<file path="src/rtl/light_seq_fsm.sv">
// light_seq_fsm: multi-channel light sequencer with per-channel saturating
// blink speed. Walks OFF_IDLE, ON, then a GAP/FLASH pair per channel, one step
// per `next` pulse, and owns the blink divider so `light` drives the LED.
// Optional auto-run (dwell-timed stepping) is enabled by the macro
// LIGHT_SEQ_AUTO_EN, which adds the `auto_run` input.
module light_seq_fsm #(
  parameter int NUM_CHANNELS  = 2,
  parameter int LEVELS        = 4,
  parameter int DEFAULT_LEVEL = 0,
  parameter int UNIT_CYCLES   = 50_000_000,
  parameter int AUTO_DWELL    = 200_000_000,
  localparam int STEP_W = $clog2(2 * NUM_CHANNELS + 2),
  localparam int CH_W   = (NUM_CHANNELS > 1) ? $clog2(NUM_CHANNELS) : 1,
  localparam int LVL_W  = (LEVELS > 1) ? $clog2(LEVELS) : 1
) (
  input  logic              clk,
  input  logic              reset,
  input  logic              next,
  input  logic              faster,
  input  logic              slower,
`ifdef LIGHT_SEQ_AUTO_EN
  input  logic              auto_run,
`endif
  output logic [STEP_W-1:0] step,
  output logic [CH_W-1:0]   chan,
  output logic [LVL_W-1:0]  level,
  output logic              light,
  output logic              tick,
  output logic              speed_up,
  output logic              slow_down
);

  // Width that holds the longest half-period minus one.
  localparam int CNT_W = $clog2(UNIT_CYCLES) + LEVELS - 1;

  localparam logic [STEP_W-1:0] LAST_STEP = STEP_W'(2 * NUM_CHANNELS + 1);
  localparam logic [LVL_W-1:0]  MAX_LVL   = LVL_W'(LEVELS - 1);
  localparam logic [CNT_W-1:0]  UNIT_C    = CNT_W'(UNIT_CYCLES);

  typedef enum logic [1:0] {
    S_OFF,    // OFF_IDLE, step 0
    S_ON,     // steady on, step 1
    S_GAP,    // dark gap before a channel's flash
    S_FLASH   // blinking at the channel's level
  } phase_t;

  // Reject out-of-range configurations at elaboration.
  if (NUM_CHANNELS < 1 || NUM_CHANNELS > 8 || LEVELS < 2 || LEVELS > 8 ||
      DEFAULT_LEVEL < 0 || DEFAULT_LEVEL >= LEVELS || UNIT_CYCLES < 2 ||
      AUTO_DWELL < 1) begin : g_bad_params
    $error("light_seq_fsm: parameter out of range");
  end

  phase_t            phase;
  phase_t            nxt_phase;
  logic [STEP_W-1:0] nxt_step;
  logic [CH_W-1:0]   nxt_chan;
  logic [LVL_W-1:0]  lvls [NUM_CHANNELS];
  logic [CNT_W-1:0]  cnt;
  logic [CNT_W-1:0]  term;
  logic              adv;

  // Terminal count of the active half-period; wraps cleanly when the
  // half-period is exactly 2**CNT_W.
  assign term = (UNIT_C << level) - CNT_W'(1);

`ifdef LIGHT_SEQ_AUTO_EN
  localparam int DW_W = (AUTO_DWELL > 1) ? $clog2(AUTO_DWELL) : 1;

  logic [DW_W-1:0] dwell;
  logic            dwell_exp;

  assign dwell_exp = auto_run && (dwell == DW_W'(AUTO_DWELL - 1));
  // A coincident external next and dwell expiry still advance only once.
  assign adv = next || dwell_exp;

  // Dwell timer: restarts on any advance, on auto_run low and on reset.
  always_ff @(posedge clk) begin
    if (!reset || !auto_run || next || dwell_exp) dwell <= '0;
    else                                          dwell <= dwell + DW_W'(1);
  end
`else
  assign adv = next;
`endif

  // Successor step, phase and channel for an advance.
  always_comb begin
    // NOTE: every always_comb output gets a default first so no path can
    // leave it unassigned and infer a latch.
    nxt_step  = step + STEP_W'(1);
    nxt_phase = phase;
    nxt_chan  = chan;
    if (step == LAST_STEP) begin
      nxt_step  = '0;
      nxt_phase = S_OFF;
      nxt_chan  = '0;
    end else begin
      case (phase)
        S_OFF:   nxt_phase = S_ON;
        S_ON:    nxt_phase = S_GAP;
        S_GAP:   nxt_phase = S_FLASH;
        S_FLASH: begin
          nxt_phase = S_GAP;
          nxt_chan  = chan + CH_W'(1);
        end
        default: nxt_phase = S_OFF;
      endcase
    end
  end

  // Sequencer, level store, blink divider and registered outputs.
  always_ff @(posedge clk) begin
    // NOTE: sequential state uses non-blocking assignments so every register
    // samples pre-edge values regardless of statement order.
    if (!reset) begin
      phase     <= S_OFF;
      step      <= '0;
      chan      <= '0;
      level     <= '0;
      light     <= 1'b0;
      tick      <= 1'b0;
      speed_up  <= 1'b0;
      slow_down <= 1'b0;
      cnt       <= '0;
      // NOTE: the level array is a handful of flops whose reset value is
      // architecturally visible, so it is reset like any other state.
      for (int i = 0; i < NUM_CHANNELS; i++) lvls[i] <= LVL_W'(DEFAULT_LEVEL);
    end else begin
      tick      <= 1'b0;
      speed_up  <= 1'b0;
      slow_down <= 1'b0;
      if (adv) begin
        phase <= nxt_phase;
        step  <= nxt_step;
        chan  <= nxt_chan;
        cnt   <= '0;
        level <= (nxt_phase == S_GAP || nxt_phase == S_FLASH) ? lvls[nxt_chan] : '0;
        light <= (nxt_phase == S_ON || nxt_phase == S_FLASH);
      end else if (phase == S_FLASH) begin
        if (faster && !slower && level != '0) begin
          lvls[chan] <= level - LVL_W'(1);
          level      <= level - LVL_W'(1);
          cnt        <= '0;
          speed_up   <= 1'b1;
        end else if (slower && !faster && level != MAX_LVL) begin
          lvls[chan] <= level + LVL_W'(1);
          level      <= level + LVL_W'(1);
          cnt        <= '0;
          slow_down  <= 1'b1;
        end else if (cnt == term) begin
          cnt   <= '0;
          light <= ~light;
          tick  <= 1'b1;
        end else begin
          cnt <= cnt + CNT_W'(1);
        end
      end
    end
  end

endmodule

</file>
<file path="config.mk">
export PLATFORM = sky130hd
export DESIGN_NAME = light_seq_fsm
export DESIGN_NICKNAME = d
export VERILOG_FILES = /design/src/rtl/light_seq_fsm.sv
export SDC_FILE = /design/constraint.sdc
export NUM_CORES = 1
export LEC_CHECK = 0
export BUFFER_PORTS_ARGS = -buffer_cell sky130_fd_sc_hd__buf_2
export CORE_UTILIZATION = 58
export DETAILED_ROUTE_END_ITERATION = 10
export GPL_TIMING_DRIVEN = 0
export PLACE_DENSITY = 0.86
export SLEW_MARGIN = 5
export SYNTH_ARGS = -nofsm -noshare
export SYNTH_HDL_FRONTEND = slang
export SYNTH_SLANG_ARGS = --single-unit
</file>
<file path="constraint.sdc">
create_clock -name clk -period 5.71 [get_ports clk]
set_input_delay 1.142 -clock clk [delete_from_list [all_inputs] [get_ports clk]]
set_output_delay 1.142 -clock clk [all_outputs]
set_load 0.02 [all_outputs]
</file>
==> results of run 1 <==
[cells by family after synthesis]
kind of cell             after synthesis  share of synthesized area (%)
AO/OA/AOI/OAI                         63                           18.2
XOR/XNOR                              17                           5.51
adder cells (fa/ha/maj)               10                           4.63
buffers and inverters                 25                           4.21
flip-flops                            45                           34.8
multiplexers                           3                           1.16
AND/OR/NAND/NOR                      158                           31.5
[worst register-to-register path, delay by kind of cell (launching register included)]
family / cells / cell delay (ns)
compound gates: 2 / 0.44
buf+inv: 3 / 0.60
simple gates: 3 / 0.59
flops: 1 / 0.62
xor+xnor: 1 / 0.15
fa+ha+maj: 2 / 0.59
[metal layers]
layer / global-route usage (%) / routed length (um)
met3: 4.62 / 532
met1: 38.6 / 2950
met5: 0 / 0
met2: 44.6 / 3150
met4: 11.6 / 103
[synthesized netlist by cell type (all sizes together) (2+ instances only)]
| cell type | count |
|---|---|
| nand2 | 42 |
| o32ai | 2 |
| a21oi | 9 |
| nor4 | 5 |
| edfxtp | 4 |
| o21ai | 20 |
| a2111oi | 2 |
| nand4 | 13 |
| nor2 | 22 |
| dfxtp | 41 |
| nand3b | 5 |
| or4 | 2 |
| a211oi | 2 |
| nand3 | 30 |
| or3b | 4 |
| o31ai | 2 |
| clkbuf | 9 |
| o211ai | 4 |
| and3 | 5 |
| ha | 10 |
| mux2i | 2 |
| nor3 | 8 |
| and2 | 3 |
| o311ai | 7 |
| xnor2 | 10 |
| inv | 12 |
| or3 | 10 |
| o311a | 2 |
| a22oi | 2 |
| a22o | 2 |
| xor2 | 7 |
| buf | 4 |
| or2 | 2 |
[state kept, by name (all words and copies together) (netlist names), 2 cells and up]
signal and flops:
lvls 4, phase 2, level 2, step 3, cnt 29
[power groups by stage]
stage	sequential, mW	combinational, mW	clock, mW
after floorplan	0.338	0.0349	0
after global placement	0.335	0.0507	0
after detailed placement	0.336	0.0522	0
after CTS	0.328	0.0527	0.222
after global routing	0.329	0.0577	0.234
final	0.328	0.0536	0.222
[how the worst max path moves through the flow]
stage	to	slack [ns]	depth (start not counted)
2_1_floorplan	lvls[0][0]	3.07	5
3_3_place_gp	cnt[28]	2.58	8
3_5_place_dp	cnt[18]	2.53	8
4_1_cts	cnt[18]	2.66	11
5_1_grt	cnt[21]	2.45	11
6_report	cnt[18]	2.61	11
[final cells by class]
cell class	count	area, sq um
inverter	12	45.0
fill	375	1480
sequential	45	941
multi-input combinational	251	1650
tap	52	65.1
timing repair buffer	14	70.1
buffer	13	68.8
clock inverter	1	5.00
clock buffer	7	96.3
==> key figures, run 1 <==
Status
  • Status: finished clean

Die
  • I/O Pins: 15
  • DIE WIDTH: 70.2 um
  • Height of the die: 70.2 um
  • Initial Util: 61.2%
  • Row cnt: 24
  • Total core area: 4410 sq um
  • Die area: 4930 sq um

Final layout
  • Share of layout cells above drive strength 1: 14.0%
  • Nets: 357
  • Post-Route Utilization: 66.6%
  • P&R area growth vs syn: 8.75%
  • Final Non-Filler Cells: 395
  • Final instance area: 2940 sq um
  • Commonest cells after routing, fill and taps aside: nand2_1 (42), dfxtp_1 (41), nand3_1 (30)
  • Commonest non-fill, non-tap cell in the layout: nand2_1
  • Antenna cells: 0

Clock network
  • CTS tree: done
  • TritonCTS buffer count: 5
  • Clock H-tree levels: 2
  • Max clock buf depth: 2
  • Post-CTS Hold Buffers: 0
  • Post-CTS Setup Bufs: 0
  • CTS sink cnt: 45
  • Root Buffer: clkbuf_8
  • Post-cts sizing count: 0
  • Clk Latency, worst-skew pair: 0.30 ns
  • Worst-path clk slew: 0.09 ns

Worst hold path
  • Hold depth: 2
  • Worst hold path endpoint: phase[1]
  • Worst Hold Launch: phase[1]
  • HP Class: register to register

Synthesis
  • Sequential share of the synthesized area: 34.8%
  • Post-synth EDFFs: 4
  • Synth Flop Type: dfxtp_1
  • Area of the mapped netlist: 2700 sq um
  • Syn_nets: 336
  • Area contributors post-synth: dfxtp_1 (30%), nand2_1 (5.8%), nand3_1 (5.6%)
  • Cells after synthesis: 321
  • Post-synth top area share: 30.4%
  • Post-synth top area cell: dfxtp_1
  • YS warnings: 0
  • Yosys cell types: 64
  • Seq cells post-synth: 45
  • Async SR Flop Fraction: 0%
  • Synthesized area per cell: 8.42 sq um

Critical path
  • CP endpoint kind: register
  • Data required time of the worst path: 5.89 ns
  • Worst reg2reg startpoint: level[0]
  • Worst-path fanout max: 12
  • Crit path launch: level[0]
  • Worst reg-to-reg path cell count: 11
  • Data arrival, critical path: 3.28 ns
  • CP max stage delay: 0.62 ns
  • Slowest cell on the critical path: dfxtp_1
  • Crit path launch type: register
  • Reg2Reg Setup Slack: 2.61 ns
  • Crit path cell chain: inv_1, ha_1, inv_1, ha_1, xor2_1, and3_2, and4_2, a21oi_2, buf_2, nand3_1, o311ai_0
  • Crit path kind: register to register
  • CP top delay family: flip-flops
  • RR Endpoint: cnt[18]
  • Bufs and invs on worst path: 3

Timing
  • Ratio of final minimum period to clock period: 54.4%
  • Setup_tns: 0 ns
  • Max-slew violation count: 0
  • Worst setup margin: 2.61 ns
  • Fmax: 322 MHz
  • Slew Limit Headroom: 60.8%
  • Layout Skew: 0.00618 ns
  • Final setup viols: 0
  • RSZ-0062 raised after global routing: false
  • Worst hold margin: 0.497 ns
  • Final Critical Period: 3.10 ns
  • Final hold vios: 0
  • Slew @ Worst Pin: 0.585 ns

Route
  • Initial DRC Count: 331
  • Vias: 2558
  • Total Wirelength: 6.74 mm
  • DRC Markers: 0
  • DRT Pass-1 Iters: 7
  • Avg WL per Cell: 17.1 um
  • Antenna viol nets, final: 0
  • Via-per-instance ratio: 6.48

Place
  • GPL Wtd Cong: 0.936
  • Pre-CTS setup slack: 2.53 ns
  • DP HPWL: 4.85 mm
  • DP Area: 2840 sq um
  • Placed insts: 387
  • IO Port Bufs: 14

Pwr
  • Psw: 151 uW
  • Share of power burned in registers: 54.4%
  • Int Pwr: 452 uW
  • Total power: 604 uW
  • Leakage Power: 1.02 nW
  • VDD IR-drop max: 0.000106 V
  • Power share of the combinational group: 8.9%
  • Switch share: 25.1%
  • PwrDens: 205 nW/um^2
  • Clk pwr share: 36.7%

Job
  • Max-Cap Viols: 0

GRT
  • Overall global routing resource usage: 28.3%
  • Global route overflow: 0
  • Vias in the first global route: 2377
  • First-pass GRT wire length: 11.0 mm
  • Largest net degree at the start of global routing: 14
  • Antenna violations before repair: 0
(Power assumes the default switching activity.)
==> run 2: changes to the inputs <==
CORE_UTILIZATION = 55   (was 58)
clock period = 2.8 ns   (was 5.71 ns; I/O delays follow)
==> run 2 against run 1 <==
Against the previous run: first-iteration DRC count up 7.9%; worst setup slack lost 2.5 ns; count of clock-buffer cells in the layout grew 1; routed wire length down 0.94%; via count increased by 0.70%; sequential cell count unchanged; highest routed layer unchanged; die area grew 5.3%; hold slack is essentially flat.
==> key figures, run 2 (synthesized netlist as in run 1, its figures left out) <==
Critical path
  • Worst reg-to-reg path cell count: 8 (-3)
  • Reg2Reg Setup Slack: 0.13 ns (-2.48 ns)
  • RR Endpoint: cnt[25]
  • Crit path launch type: register
  • Worst reg2reg startpoint: level[0]
  • Data arrival, critical path: 2.87 ns (-0.41 ns)
  • Worst-path fanout max: 12 (unchanged)
  • Crit path kind: register to register
  • CP endpoint kind: register
  • Data required time of the worst path: 3.00 ns (-2.89 ns)

Route
  • Initial DRC Count: 357 (+7.9%)
  • Total Wirelength: 6.67 mm (-0.94%)
  • Antenna viol nets, final: 0 (unchanged)
  • Avg WL per Cell: 16.3 um (-4.6%)
  • Via-per-instance ratio: 6.28 (-3.0%)
  • Vias: 2576 (+0.70%)
  • DRC Markers: 0 (unchanged)
  • DRT Pass-1 Iters: 7 (unchanged)

Timing
  • Slew @ Worst Pin: 0.564 ns (-0.0213 ns)
  • Max-slew violation count: 0 (unchanged)
  • Setup_tns: 0 ns (unchanged)
  • Final setup viols: 0 (unchanged)
  • Ratio of final minimum period to clock period: 95.4% (+41 points)
  • Layout Skew: 0.0100 ns (+0.00385 ns)
  • Worst hold margin: 0.497 ns (-0.000469 ns)
  • Final Critical Period: 2.67 ns (-0.435 ns)
  • Final hold vios: 0 (unchanged)
  • Slew Limit Headroom: 62.3% (+1.4 points)
  • RSZ-0062 raised after global routing: false
  • Fmax: 375 MHz (+16%)

Clock network
  • Root Buffer: clkbuf_8
  • Max clock buf depth: 2 (unchanged)
  • Post-cts sizing count: 4 (+4)
  • Clock H-tree levels: 2 (unchanged)
  • CTS sink cnt: 45 (unchanged)
  • Clk Latency, worst-skew pair: 0.31 ns (about the same)
  • Post-CTS Hold Buffers: 0 (unchanged)
  • Worst-path clk slew: 0.09 ns (about the same)
  • CTS tree: done
  • TritonCTS buffer count: 5 (unchanged)
  • Post-CTS Setup Bufs: 0 (unchanged)

GRT
  • First-pass GRT wire length: 11.4 mm (+3.7%)
  • Overall global routing resource usage: 28.3% (about the same)
  • Global route overflow: 0 (unchanged)
  • Vias in the first global route: 2429 (+2.2%)
  • Largest net degree at the start of global routing: 14 (unchanged)
  • Antenna violations before repair: 0 (unchanged)

Worst hold path
  • Worst hold path endpoint: phase[1]
  • HP Class: register to register
  • Worst Hold Launch: phase[1]
  • Hold depth: 2 (unchanged)

Final layout
  • Biggest regs: cnt: 29 flops, lvls: 4 flops, step: 3 flops
  • Final Non-Filler Cells: 410 (+3.8%)
  • Share of layout cells above drive strength 1: 15.2% (+1.2 points)
  • Commonest cells after routing, fill and taps aside: nand2_1 (42), dfxtp_1 (39), nand3_1 (30)
  • Commonest non-fill, non-tap cell in the layout: nand2_1
  • Antenna cells: 0 (unchanged)
  • Top reg by flops: cnt
  • P&R area growth vs syn: 11.1%
  • Post-Route Utilization: 63.5% (-3.0 points)
  • Max reg flops: 29 (unchanged)
  • Nets: 357 (unchanged)

Die
  • Total core area: 4720 sq um (+7.0%)
  • DIE WIDTH: 72.1 um (+2.6%)
  • Initial Util: 57.2% (-4.0 points)
  • Row cnt: 25 (+4.2%)
  • Height of the die: 72.1 um (+2.6%)
  • I/O Pins: 15 (unchanged)
  • Die area: 5200 sq um (+5.3%)

Pwr
  • Total power: 1.27 mW (+110%)
  • PwrDens: 423 nW/um^2 (+110%)
  • Leakage Power: 1.02 nW (+0.84%)
  • VDD IR-drop max: 0.000228 V (+120%)

Place
  • Placed insts: 402 (+3.9%)
  • DP HPWL: 4.89 mm (+0.76%)
  • GPL Wtd Cong: 0.982 (+4.9%)
  • IO Port Bufs: 14 (unchanged)

Job
  • Max-Cap Viols: 0 (unchanged)

Status
  • Status: finished clean
==> run 2: cell types whose count changed in the layout (fill, tap and decap cells not counted), sizes merged <==
cell    delta
clkbuf     +1
clkinv     -1
==> run 2: how the worst max path moves through the flow <==
stage              end  startpoint  slack, ns
2_1_floorplan  cnt[25]    level[0]       0.17
3_3_place_gp   cnt[21]    level[0]       -0.1
3_5_place_dp   cnt[25]    level[0]      -0.19
4_1_cts        cnt[25]    level[0]      0.003
5_1_grt        cnt[25]    level[0]      0.006
6_report       cnt[25]    level[0]       0.13
==> run 2: per-stage QoR <==
step	setup slack, ns	instance area (sq um)
6_report	0.130	3000
5_1_grt	0.00620	3000
4_1_cts	0.00317	2980
3_5_place_dp	-0.190	2860
3_3_place_gp	-0.0988	2860
2_1_floorplan	0.168	2700
==> run 2: cell type report <==
class	count	area [sq um]
inverter	12	45.0
fill	405	1720
timing repair buffer	14	70.1
tap	67	83.8
sequential	45	943
multi-input combinational	251	1680
clock buffer	8	111
buffer	13	71.3
==> run 2: power breakdown <==
group	internal [mW]	leakage, nW	switching, mW
logic	0.0432	0.594	0.0677
clock network	0.255	0.0566	0.232
registers	0.658	0.374	0.0116
==> run 2: routing by layer <==
metal | GRT usage, % | routed length [um] | vias up
met1 | 37.9 | 2910 | 1203
li1 | - | - | 1222
met2 | 44.4 | 3080 | 127
met4 | 12.6 | 189 | 0
met5 | 0 | 0 | -
met3 | 5.42 | 484 | 24
==> run 2: worst max-delay path, stage by stage (launching register included) <==
cell,delay (ns)
dfxtp_2,0.47
ha_2,0.32
or3b_2,0.49
a211oi_2,0.27
nand4_1,0.21
o21ai_4,0.29
buf_6,0.19
nor4_2,0.06
a211o_1,0.26
==> run 3: changes to the inputs <==
CORE_UTILIZATION = 46   (was 55)
PLACE_DENSITY = 0.75   (was 0.86)
==> run 3 against run 2 <==
Against the previous run: clock power up 8.8%; final cell count rose by 1.7%; hold slack improved by 0.012 ns; sequential share of layout area decreased by 0.46 points; routed wire length up 6.8%; die area up 19%; non-clock buffer count grew 2; sequential cell count did not move.
==> key figures, run 3 (synthesized netlist as in run 1, its figures left out) <==
Critical path
  • Bufs and invs on worst path: 3 (+2)
  • Instance count on the critical path: 11 (+3)
  • CP top delay family: compound AO/OA/AOI/OAI gates
  • Crit path kind: register to register
  • Slowest cell on the critical path: dfxtp_4
  • Crit path cell chain: inv_1, ha_4, inv_1, ha_1, xor2_1, and3_2, nand4_1, o21ai_4, buf_6, nor4_2, a211o_1
  • CP max stage delay: 0.40 ns (-0.09 ns)
  • Worst reg-to-reg path cell count: 11 (+3)
  • Crit path launch type: register
  • Worst-path fanout max: 12 (unchanged)
  • Data arrival, critical path: 2.91 ns (+0.04 ns)
  • Most frequent CP cell: inv_1
  • CP endpoint kind: register
  • Data required time of the worst path: 3.01 ns (about the same)

Die
  • DIE WIDTH: 78.6 um (+9.1%)
  • I/O Pins: 15 (unchanged)
  • Initial Util: 48.5% (-8.7 points)
  • Total core area: 5570 sq um (+18%)
  • Row cnt: 27 (+8.0%)
  • Height of the die: 78.6 um (+9.1%)
  • Die area: 6180 sq um (+19%)

Status
  • Status: finished clean

Worst hold path
  • HP Class: register to register
  • Hold depth: 2 (unchanged)

GRT
  • Global route overflow: 0 (unchanged)
  • Antenna violations before repair: 0 (unchanged)
  • Met2 Use GR: 39.6% (-4.9 points)
  • GR Layer Usage met3: 3.84% (-1.6 points)
  • GR Util met1: 30.9% (-7.0 points)
  • Global route hottest layer: met2
  • Overall global routing resource usage: 23.9% (-4.4 points)
  • First-pass GRT wire length: 11.6 mm (+1.1%)
  • Largest net degree at the start of global routing: 15 (+1)
  • Vias in the first global route: 2358 (-2.9%)

Final layout
  • Final instance area: 3050 sq um (+1.8%)
  • Biggest regs: cnt: 29 flops, lvls: 4 flops, step: 3 flops
  • FF/Latch Area: 946 sq um (+0.27%)
  • Filler cells: 516 (+27%)
  • Max reg flops: 29 (unchanged)
  • Share of layout cells above drive strength 1: 15.9% (+0.78 points)
  • Post-Route Utilization: 54.8% (-8.8 points)
  • Commonest non-fill, non-tap cell in the layout: nand2_1
  • Top reg by flops: cnt
  • Multi-input gate area: 1700 sq um (+1.2%)
  • Antenna cells: 0 (unchanged)
  • Commonest cells after routing, fill and taps aside: nand2_1 (42), dfxtp_1 (39), nand3_1 (30)
  • Final Non-Filler Cells: 417 (+1.7%)
  • P&R area growth vs syn: 13.1%
  • Nets: 359 (+0.56%)

Clock network
  • CTS tree: done
  • Clock H-tree levels: 2 (unchanged)
  • TritonCTS buffer count: 5 (unchanged)
  • Root Buffer: clkbuf_8
  • CTS sink cnt: 45 (unchanged)
  • Clk Latency, worst-skew pair: 0.31 ns (about the same)
  • Max clock buf depth: 2 (unchanged)
  • Worst-path clk slew: 0.09 ns (about the same)

Timing
  • Layout Skew: 0.00994 ns (-0.0000861 ns)
  • Worst setup margin: 0.104 ns (-0.0266 ns)
  • Final Critical Period: 2.70 ns (+0.0266 ns)
  • Slew @ Worst Pin: 0.606 ns (+0.0424 ns)
  • Worst hold margin: 0.509 ns (+0.0123 ns)
  • Max-slew violation count: 0 (unchanged)
  • Setup_tns: 0 ns (unchanged)
  • Final setup viols: 0 (unchanged)
  • Final hold vios: 0 (unchanged)
  • Fmax: 371 MHz (-0.99%)
  • Ratio of final minimum period to clock period: 96.3% (+0.95 points)
  • Slew Limit Headroom: 59.4% (-2.8 points)

Place
  • GPL Wtd Cong: 0.896 (-8.8%)
  • DP Area: 2860 sq um (+0.22%)
  • Pre-CTS setup slack: -0.226 ns (-0.0365 ns)
  • DP HPWL: 5.02 mm (+2.6%)
  • IO Port Bufs: 14 (unchanged)
  • Placed insts: 407 (+1.2%)

Pwr
  • VDD IR-drop max: 0.000263 V (+15%)
  • PwrDens: 431 nW/um^2 (+2.0%)
  • Total power: 1.32 mW (+3.7%)
  • Leakage Power: 1.04 nW (+1.2%)

Route
  • Total Wirelength: 7.13 mm (+6.8%)
  • Via-per-instance ratio: 6.20 (-1.3%)
  • Avg WL per Cell: 17.1 um (+5.0%)
  • DRC Markers: 0 (unchanged)
  • Vias: 2587 (+0.43%)
  • Initial DRC Count: 201 (-44%)
  • DRT Pass-1 Iters: 5 (-2)
  • Antenna viol nets, final: 0 (unchanged)

Job
  • Max-Cap Viols: 0 (unchanged)
run 3: changes by cell type in the layout (fill, tap and decap cells not counted):
cell        change
ha_2            -2
clkbuf_16       -1
dfxtp_4         +1
bufinv_16       +1
buf_4           +2
dfxtp_2         -1
ha_4            +2
clkinvlp_4      +1
clkbuf_1        -1
run 3: path summary, 6_finish.rpt:
path | from | end | slack, ns
worst max-delay path | level[0] | cnt[25] | 0.10
worst min-delay path | phase[1] | phase[1] | 0.51
worst max register to register | level[0] | cnt[25] | 0.10
worst min register to register | phase[1] | phase[1] | 0.51
run 3: worst register-to-register path, cell delays in order (launching register included):
cell,delay [ns]
dfxtp_4,0.40
inv_1,0.18
ha_4,0.21
inv_1,0.06
ha_1,0.31
xor2_1,0.15
and3_2,0.24
nand4_1,0.22
o21ai_4,0.32
buf_6,0.19
nor4_2,0.06
a211o_1,0.26
run 3: cell type report:
class / instances / share of cell area [%]
repair buffers: 16 / 2.79
multi-input cells: 251 / 55.6
well taps: 72 / 2.95
flip-flops and latches: 45 / 31.0
clock inverters: 2 / 1.23
clock buffers: 6 / 2.70
inverters: 12 / 1.47
plain buffers: 13 / 2.34
run 3: per-layer routing:
| layer | wire, um | up-vias |
|---|---|---|
| met5 | 0 | - |
| met4 | 140 | 0 |
| met3 | 342 | 13 |
| met2 | 3430 | 105 |
| met1 | 3210 | 1241 |
| li1 | - | 1228 |
run 3: where the power goes:
part	total, mW	switching [mW]	internal (mW)
Combinational	0.115	0.0698	0.0449
Sequential	0.670	0.0123	0.658
Clock	0.531	0.241	0.290
Total	1.32	0.323	0.993
run 3: what timing repair did:
item,in CTS,in global routing
pin swaps,0,2
gates resized for setup,5,7
setup buffers,0,2
endpoints found under the hold margin,0,0
hold buffers,0,0
endpoints found under the setup margin,16,19
